$ cat src/rtl/rv_core_pkg.sv
// Shared core types: XLEN constants, fetch-queue entry and fetch-unit state.
package rv_core_pkg;

  localparam int unsigned XLEN        = 32;
  localparam int unsigned INSTR_BYTES = 4;
  localparam logic [XLEN-1:0] NOP_INSTR = 32'h0000_0013;

  typedef struct packed {
    logic [XLEN-1:0] pc;
    logic [XLEN-1:0] instr;
  } ifu_entry_t;

  typedef enum logic {
    IFU_RUN  = 1'b0,
    IFU_HALT = 1'b1
  } ifu_state_t;

endpackage

$ cat src/rtl/ifu_fifo.sv
// Synchronous prefetch FIFO of {pc, instr} entries; flush beats push and pop.
module ifu_fifo
  import rv_core_pkg::*;
#(
  parameter  int unsigned DEPTH = 4,
  localparam int unsigned CW    = $clog2(DEPTH + 1)
) (
  input  logic            clk,
  input  logic            rst_n,
  input  logic            i_push,
  input  logic            i_pop,
  input  logic            i_flush,
  input  ifu_entry_t      i_wdata,
  output ifu_entry_t      o_rdata,
  output logic            o_full,
  output logic            o_empty,
  output logic [CW-1:0]   o_count
);

  localparam int unsigned AW = (DEPTH > 1) ? $clog2(DEPTH) : 1;

  ifu_entry_t      r_mem [DEPTH];
  logic [AW-1:0]   r_head;
  logic [AW-1:0]   r_tail;
  logic [CW-1:0]   r_count;

  // Storage is cleared on reset so the head reads as zero until the first push.
  always_ff @(posedge clk) begin
    if (!rst_n) begin
      for (int i = 0; i < int'(DEPTH); i++) begin
        r_mem[i] <= '0;
      end
      r_head  <= '0;
      r_tail  <= '0;
      r_count <= '0;
    end else if (i_flush) begin
      r_head  <= '0;
      r_tail  <= '0;
      r_count <= '0;
    end else begin
      if (i_push) begin
        r_mem[r_tail] <= i_wdata;
        r_tail        <= r_tail + AW'(1);
      end
      if (i_pop) begin
        r_head <= r_head + AW'(1);
      end
      r_count <= r_count + CW'(i_push) - CW'(i_pop);
    end
  end

  assign o_rdata = r_mem[r_head];
  assign o_count = r_count;
  assign o_empty = (r_count == '0);
  assign o_full  = (r_count == CW'(DEPTH));

endmodule

$ cat src/rtl/instr_fetch_unit.sv
// Instruction fetch unit: owns the fetch PC, fills the prefetch FIFO, handles redirects.
// Optional misaligned-redirect trap enabled by defining IFU_MISALIGN_CHK_EN.
module instr_fetch_unit
  import rv_core_pkg::*;
#(
  parameter logic [31:0]  RESET_PC   = 32'h0000_0000,
  parameter int unsigned  FIFO_DEPTH = 4
) (
  input  logic        clk,
  input  logic        rst_n,
  output logic [31:0] imem_addr,
  input  logic [31:0] imem_instr,
  input  logic        redirect_valid,
  input  logic [31:0] redirect_pc,
  output logic        out_valid,
  input  logic        out_ready,
  output logic [31:0] out_pc,
  output logic [31:0] out_instr
`ifdef IFU_MISALIGN_CHK_EN
  ,
  output logic        out_misalign
`endif
);

  localparam int unsigned CW = $clog2(FIFO_DEPTH + 1);

  logic [31:0]    r_fetch_pc;
  ifu_state_t     r_state;
  logic           w_push;
  logic           w_pop;
  logic           w_full;
  logic           w_empty;
  logic [CW-1:0]  w_count;
  ifu_entry_t     w_wdata;
  ifu_entry_t     w_rdata;

  assign imem_addr = r_fetch_pc;
  assign w_pop     = !w_empty && out_ready;
  assign w_push    = (r_state == IFU_RUN) && !redirect_valid && (!w_full || w_pop);
  assign w_wdata   = '{pc: r_fetch_pc, instr: imem_instr};

  ifu_fifo #(
    .DEPTH   (FIFO_DEPTH)
  ) u_fifo (
    .clk     (clk),
    .rst_n   (rst_n),
    .i_push  (w_push),
    .i_pop   (w_pop),
    .i_flush (redirect_valid),
    .i_wdata (w_wdata),
    .o_rdata (w_rdata),
    .o_full  (w_full),
    .o_empty (w_empty),
    .o_count (w_count)
  );

  assign out_valid = (w_count != '0);
  assign out_pc    = w_rdata.pc;
  assign out_instr = w_rdata.instr;

`ifdef IFU_MISALIGN_CHK_EN
  logic r_misalign;
  assign out_misalign = r_misalign;

  // A misaligned redirect parks the unit in HALT until an aligned redirect arrives.
  always_ff @(posedge clk) begin
    if (!rst_n) begin
      r_fetch_pc <= RESET_PC;
      r_state    <= IFU_RUN;
      r_misalign <= 1'b0;
    end else if (redirect_valid) begin
      if (redirect_pc[1:0] != 2'b00) begin
        r_state    <= IFU_HALT;
        r_misalign <= 1'b1;
      end else begin
        r_state    <= IFU_RUN;
        r_misalign <= 1'b0;
        r_fetch_pc <= redirect_pc;
      end
    end else if (w_push) begin
      r_fetch_pc <= r_fetch_pc + 32'(INSTR_BYTES);
    end
  end
`else
  // Low address bits of a redirect are dropped so fetch stays word-aligned.
  always_ff @(posedge clk) begin
    if (!rst_n) begin
      r_fetch_pc <= RESET_PC;
      r_state    <= IFU_RUN;
    end else if (redirect_valid) begin
      r_state    <= IFU_RUN;
      r_fetch_pc <= redirect_pc & ~32'(3);
    end else if (w_push) begin
      r_fetch_pc <= r_fetch_pc + 32'(INSTR_BYTES);
    end
  end
`endif

endmodule

$ cat config.mk
export PLATFORM = sky130hd
export DESIGN_NAME = instr_fetch_unit
export DESIGN_NICKNAME = d
export VERILOG_FILES = /design/src/rtl/rv_core_pkg.sv /design/src/rtl/ifu_fifo.sv /design/src/rtl/instr_fetch_unit.sv
export SDC_FILE = /design/constraint.sdc
export NUM_CORES = 1
export LEC_CHECK = 0
export CAP_MARGIN = 20
export CELL_PAD_IN_SITES_DETAIL_PLACEMENT = 2
export CELL_PAD_IN_SITES_GLOBAL_PLACEMENT = 2
export CORE_ASPECT_RATIO = 1.75
export CORE_MARGIN = 5
export CORE_UTILIZATION = 49
export CTS_BUF_LIST = sky130_fd_sc_hd__clkbuf_2
export CTS_CLUSTER_DIAMETER = 40
export DETAILED_ROUTE_END_ITERATION = 8
export DONT_BUFFER_PORTS = 1
export HOLD_SLACK_MARGIN = 0.05
export PLACE_DENSITY = 0.95
export REMOVE_ABC_BUFFERS = 1
export SETUP_SLACK_MARGIN = 0.1
export SLEW_MARGIN = 20
export SYNTH_ARGS = -nofsm -noshare
export SYNTH_HDL_FRONTEND = slang
export SYNTH_HIERARCHICAL = 1
export SYNTH_SLANG_ARGS = --single-unit
$ cat constraint.sdc
create_clock -name clk -period 7.4 [get_ports clk]
set_clock_uncertainty 0.15 [all_clocks]
set_input_delay 0.74 -clock clk [delete_from_list [all_inputs] [get_ports clk]]
set_output_delay 0.74 -clock clk [all_outputs]
set_load 0.01 [all_outputs]
### After elaboration in Yosys (flattened, before gate mapping)

Memories as Yosys holds them, arrays and structs flattened. A register that Yosys moved wholly into a read port is not among the register bits.
Index checks and enable logic that the tools add are counted.

| cells by class | value |
|---|---|
| $add $sub $neg | 5 |
| equal/unequal tests | 1 |
| muxes and demuxes | 12 |
| bitwise gates (word level) | 1 |
| reductions and logical operators | 11 |

Operator list:

| cell | count |
|---|---|
| 32-bit two-way mux | 2 |
| 64-bit two-way mux | 1 |
| 64-bit OR reduction | 1 |
| 32-bit by 3-bit adder with 32-bit output (second input constant) | 1 |
| 1-bit two-way mux | 6 |
| 2-bit two-way mux | 3 |
| 2-bit by 1-bit adder with 2-bit output (second input constant) | 2 |
| 3-bit by 1-bit adder with 3-bit output | 1 |
| 3-bit equality test (second input constant) | 1 |
| 1-bit logical NOT | 3 |
| 3-bit logical NOT | 1 |
| 3-bit nonzero test | 1 |
| 3-bit by 1-bit subtractor with 3-bit output | 1 |
| 1-bit logical AND | 2 |
| 2-bit nonzero test | 1 |
| 2-bit OR reduction | 1 |
| 1-bit logical OR | 1 |
| 1-bit NOT | 1 |

| storage, ports and cells | value |
|---|---|
| flip-flop bits (word level) | 39 |
| bits in writable memories | 256 |
| input bits | 68 |
| output and inout bits | 97 |
| word-level logic and storage cells | 36 |
| memories | 1 |

Memory list:

| name | depth | width | rd ports | clocked after Yosys merged registers in | wr ports | line | source |
|---|---|---|---|---|---|---|---|
| u_fifo.r_mem | 4 | 64 | 1 | 1 | 4 | ifu_fifo.sv:22 | `ifu_entry_t r_mem [DEPTH];` |

### Longest topological paths before layout

| depth | value |
|---|---|
| word-level depth | 11 |
| depth in mapped cells | 12 |
| mapped depth without buffers | 10 |

### Hierarchy

Netlist, hierarchy kept.

By module, submodules not included:

| module | times used | cells each | area an instance (um2) | seq. area each (um2) |
|---|---|---|---|---|
| ifu_fifo | 1 | 734 | 11,000.6 | 7,867.5 |
| instr_fetch_unit | 1 | 244 | 1,909.3 | 600.6 |

### Least setup slack after synthesis

Ideal clock, no wire load.

| path | value |
|---|---|
| kind | in2reg |
| start | input port out_ready |
| end | memory u_fifo/r_mem[0][0] in the netlist's numbering, enable pin |
| library setup time | 0.424 ns |
| arrival | 3.899 ns |
| data required time | 6.826 ns |
| path slack | 2.927 ns |
| cell stages on the path | 8 |
| buffers on the path | 4 |
| path through | nand2b_1 -> clkbuf_1 -> clkbuf_1 -> a21oi_1 -> or4b_1 -> buf_2 -> buf_6 -> nand2_1 |

RTL lines:

| element | line | source |
|---|---|---|
| from (decl) | instr_fetch_unit.sv:16 | `input logic out_ready,` |
| to (decl) | ifu_fifo.sv:22 |  |

==> metrics.md <==
| Metric | Value |
|---|---|
| # nets final | `1129` |
| Mapped Cells | `978` |
| Max FO, Critical Path | `42` |
| Post-Synth Adder-Cell Area | `0.446%` |
| First-pass DRT Iterations | `5` |
| Placer Congestion | `0.792` |
| P_leak | `5.00 nW` |
| Skew-Pair Late Insertion Delay | `0.93 ns` |
| Sequential fraction of the synthesis area | `65.6%` |
| GRT overflow | `0` |
| Via Count | `8986` |
| DR vias/cell | `6.28` |
| Cell area after synthesis | `0.0129 mm^2` |
| Cell variety after synth | `54` |
| Reg clk slew, reported paths | `0.12 ns` |
| Multi-input logic area | `0.00416 mm^2` |
| IO buf count | `0` |
| Crit share post-route | `54.0%` |
| Starting density of the core | `49.7%` |
| First-pass GRT wire length | `68100 um` |
| Unrepaired setup endpoints after global routing | `no` |
| Maxcap violations | `0` |
| Dpl ws | `3.56 ns` |
| Core area | `0.0260 mm^2` |
| P_int | `2.40 mW` |
| Multiplexer share of the synthesized area | `11.2%` |
| Worst Reg2Reg Path Length in Cells | `8` |
| Die area | `0.0298 mm^2` |
| R2R Setup Slk | `3.41 ns` |
| Fin Setup TNS | `0 ns` |
| HPWL Detailed | `25000 um` |
| WHS Endpoint | `imem_addr[14]` |
| Post-synthesis compound-gate area fraction | `4.67%` |
| Gr usage total | `31.3%` |
| Synth Register Bits | `295` |
| Layout cell share with drive strength beyond 1 | `18.1%` |
| Largest net degree at the start of global routing | `100` |
| Vias in the first global route | `9992` |
| Post-layout min period | `4.00 ns` |
| Rel. slew slack | `26.3%` |
| VDD IR-drop max | `138 uV` |
| IO Count | `165` |
| Most frequent cells in the layout | `269 x nor2_1, 256 x edfxtp_1, 104 x clkbuf_2` |
| Avg Synthesized Cell Area | `13.2 um^2` |
| FILL cells | `2399` |
| Xor/xnor share of the synthesized area | `0.921%` |
| Slew @ Worst Pin | `1.10 ns` |
| Hold crit path type | `in -> reg` |
| Routed wire per std cell | `32.5 um` |
| R2r endpoint | `u_fifo/r_mem[0][35]` |
| Switch share | `30.1%` |
| # H-tree levels | `3` |
| Area Overhead vs Synth | `11.9%` |
| Die height | `225 um` |
| Initial drt markers | `747` |
| Seq pwr share | `57.7%` |
| EDFF count, synth | `256` |
| Reg2Reg Launch Point | `u_fifo/o_count[1]` |
| Worst EP required | `6.51 ns` |
| CP Class | `reg -> out` |
| Register Area | `0.00848 mm^2` |
| FFs w/ async S/R, synth | `0%` |
| Clock Tree Buf Depth | `3` |
| Switch Pwr | `1.03 mW` |
| Post-Synth Simple-Gate Area | `14.2%` |
| Setup violators final | `0` |
| Slew Viols, Final | `0` |
| Total CTS buffers | `69` |
| Clock Power Share | `31.6%` |
| WP data arrival | `3.11 ns` |
| Pwr Density | `237 mW/mm^2` |
| Antenna Nets Post-Route | `0` |
| Hold Crit Depth | `3` |
| Post-route setup slack | `3.40 ns` |
| Root Buffer | `clkbuf_2` |
| Die W | `133 um` |
| Crit path capture type | `output port` |
| Status | `complete, no violations` |
| TritonCTS clock tree | `built` |
| Routed wire length | `46500 um` |
| Most common cell after layout, fill and taps aside | `nor2_1` |
| Initial antenna violation count | `5` |
| Final hold viol count | `0` |
| Clk sinks | `295` |
| Max Freq | `250 MHz` |
| Post-CTS Resized | `0` |
| Prevailing post-synth register cell | `edfxtp_1` |
| Main combinational cell family by area after synthesis | `simple AND/OR/NAND/NOR gates` |
| Placement row count | `78` |
| Remaining DRCs | `0` |
| Startpoint types | `register` |
| Logic pwr share | `10.7%` |
| HP Start | `rst_n` |
| Warnings, synthesis | `6` |
-- critical path, cell delays in order, from the launching register on --
cell     delay [ns]
dfxtp_4        0.69
buf_4          0.80
mux4_2         0.69
-- final cells by class --
class,count,area share [%]
Tap cell,320,2.77
Clock buffer,104,3.60
Sequential cell,295,58.7
Timing Repair Buffer,76,5.25
Antenna cell,4,0.0693
Inverter,15,0.390
Multi-Input combinational cell,600,28.8
Clock inverter,17,0.442
-- state kept, by name, summed over array words and instances, names as in the netlist, named ones only --
name,cells
imem_addr,30
u_fifo/r_head,2
u_fifo/o_count,3
u_fifo/r_mem,256
u_fifo/r_tail,2
-- worst max-delay path by stage --
stage	from	endpoint
final	register	out_pc[9]
after global routing	register	out_pc[9]
after CTS	register	out_pc[11]
after detailed placement	out_ready	u_fifo/r_mem[0][15]
after global placement	out_ready	u_fifo/r_mem[0][38]
after floorplan	u_fifo/o_count[1]	u_fifo/r_mem[2][0]
-- logic make-up after synthesis --
logic type,Yosys count
AND/OR/NAND/NOR,428
flip-flops,295
AO/OA/AOI/OAI,88
buffers and inverters,86
multiplexers,64
XOR/XNOR,12
adder cells (fa/ha/maj),4
other,1
-- through the flow --
stage	hold WS [ns]	area (um^2)	util (%)	cells	power, mW
after detailed placement	0.388	13200	50.7	1238	2.32
after global routing	0.119	14400	55.6	1430	3.58
after global placement	0.352	13200	50.7	1238	2.28
after floorplan	0.349	12600	-	910	2.19
final	0.173	14400	55.7	1431	3.43
after CTS	0.0768	14400	55.6	1427	3.40
-- routing by layer --
metal / routed length, um / track usage, % / up-vias / part of all wire [%]
li1: - / - / 3780 / -
met1: 16700 / 34.7 / 4729 / 36
met2: 25900 / 58.2 / 397 / 56
met3: 2350 / 6.29 / 80 / 5.0
met4: 1550 / 13.1 / 0 / 3.3
met5: 0 / 0 / - / 0
-- synthesized netlist by cell type (all sizes together), types with 6 or more instances --
master  count  area share [%]
nor2      269             7.8
nand4      17            0.94
clkbuf     51             1.5
a211oi      9            0.52
inv        15            0.44
nand3      19            0.74
edfxtp    256              60
mux4       64              11
a31oi      10            0.48
nor3        6            0.23
buf        20             1.0
dfxtp      39             6.0
a21oi      17            0.66
nand2      77             2.2
o21ai      25            0.97
xnor2      10            0.68
-- power by group through the flow --
stage	sequential (mW)	combinational [mW]	clock [mW]
floorplan	1.98	0.211	0
global placement	1.99	0.295	0
detailed placement	2.01	0.315	0
CTS	1.97	0.359	1.06
global route	1.99	0.389	1.20
finish	1.98	0.368	1.08
-- repair_timing --
item / 4_1_cts / 5_1_grt
endpoints found under the setup margin: 0 / 0
buffers inserted: 0 / 0
hold endpoints to repair: 282 / 0
hold buffers: 68 / 0
(Power assumes the default switching activity.)
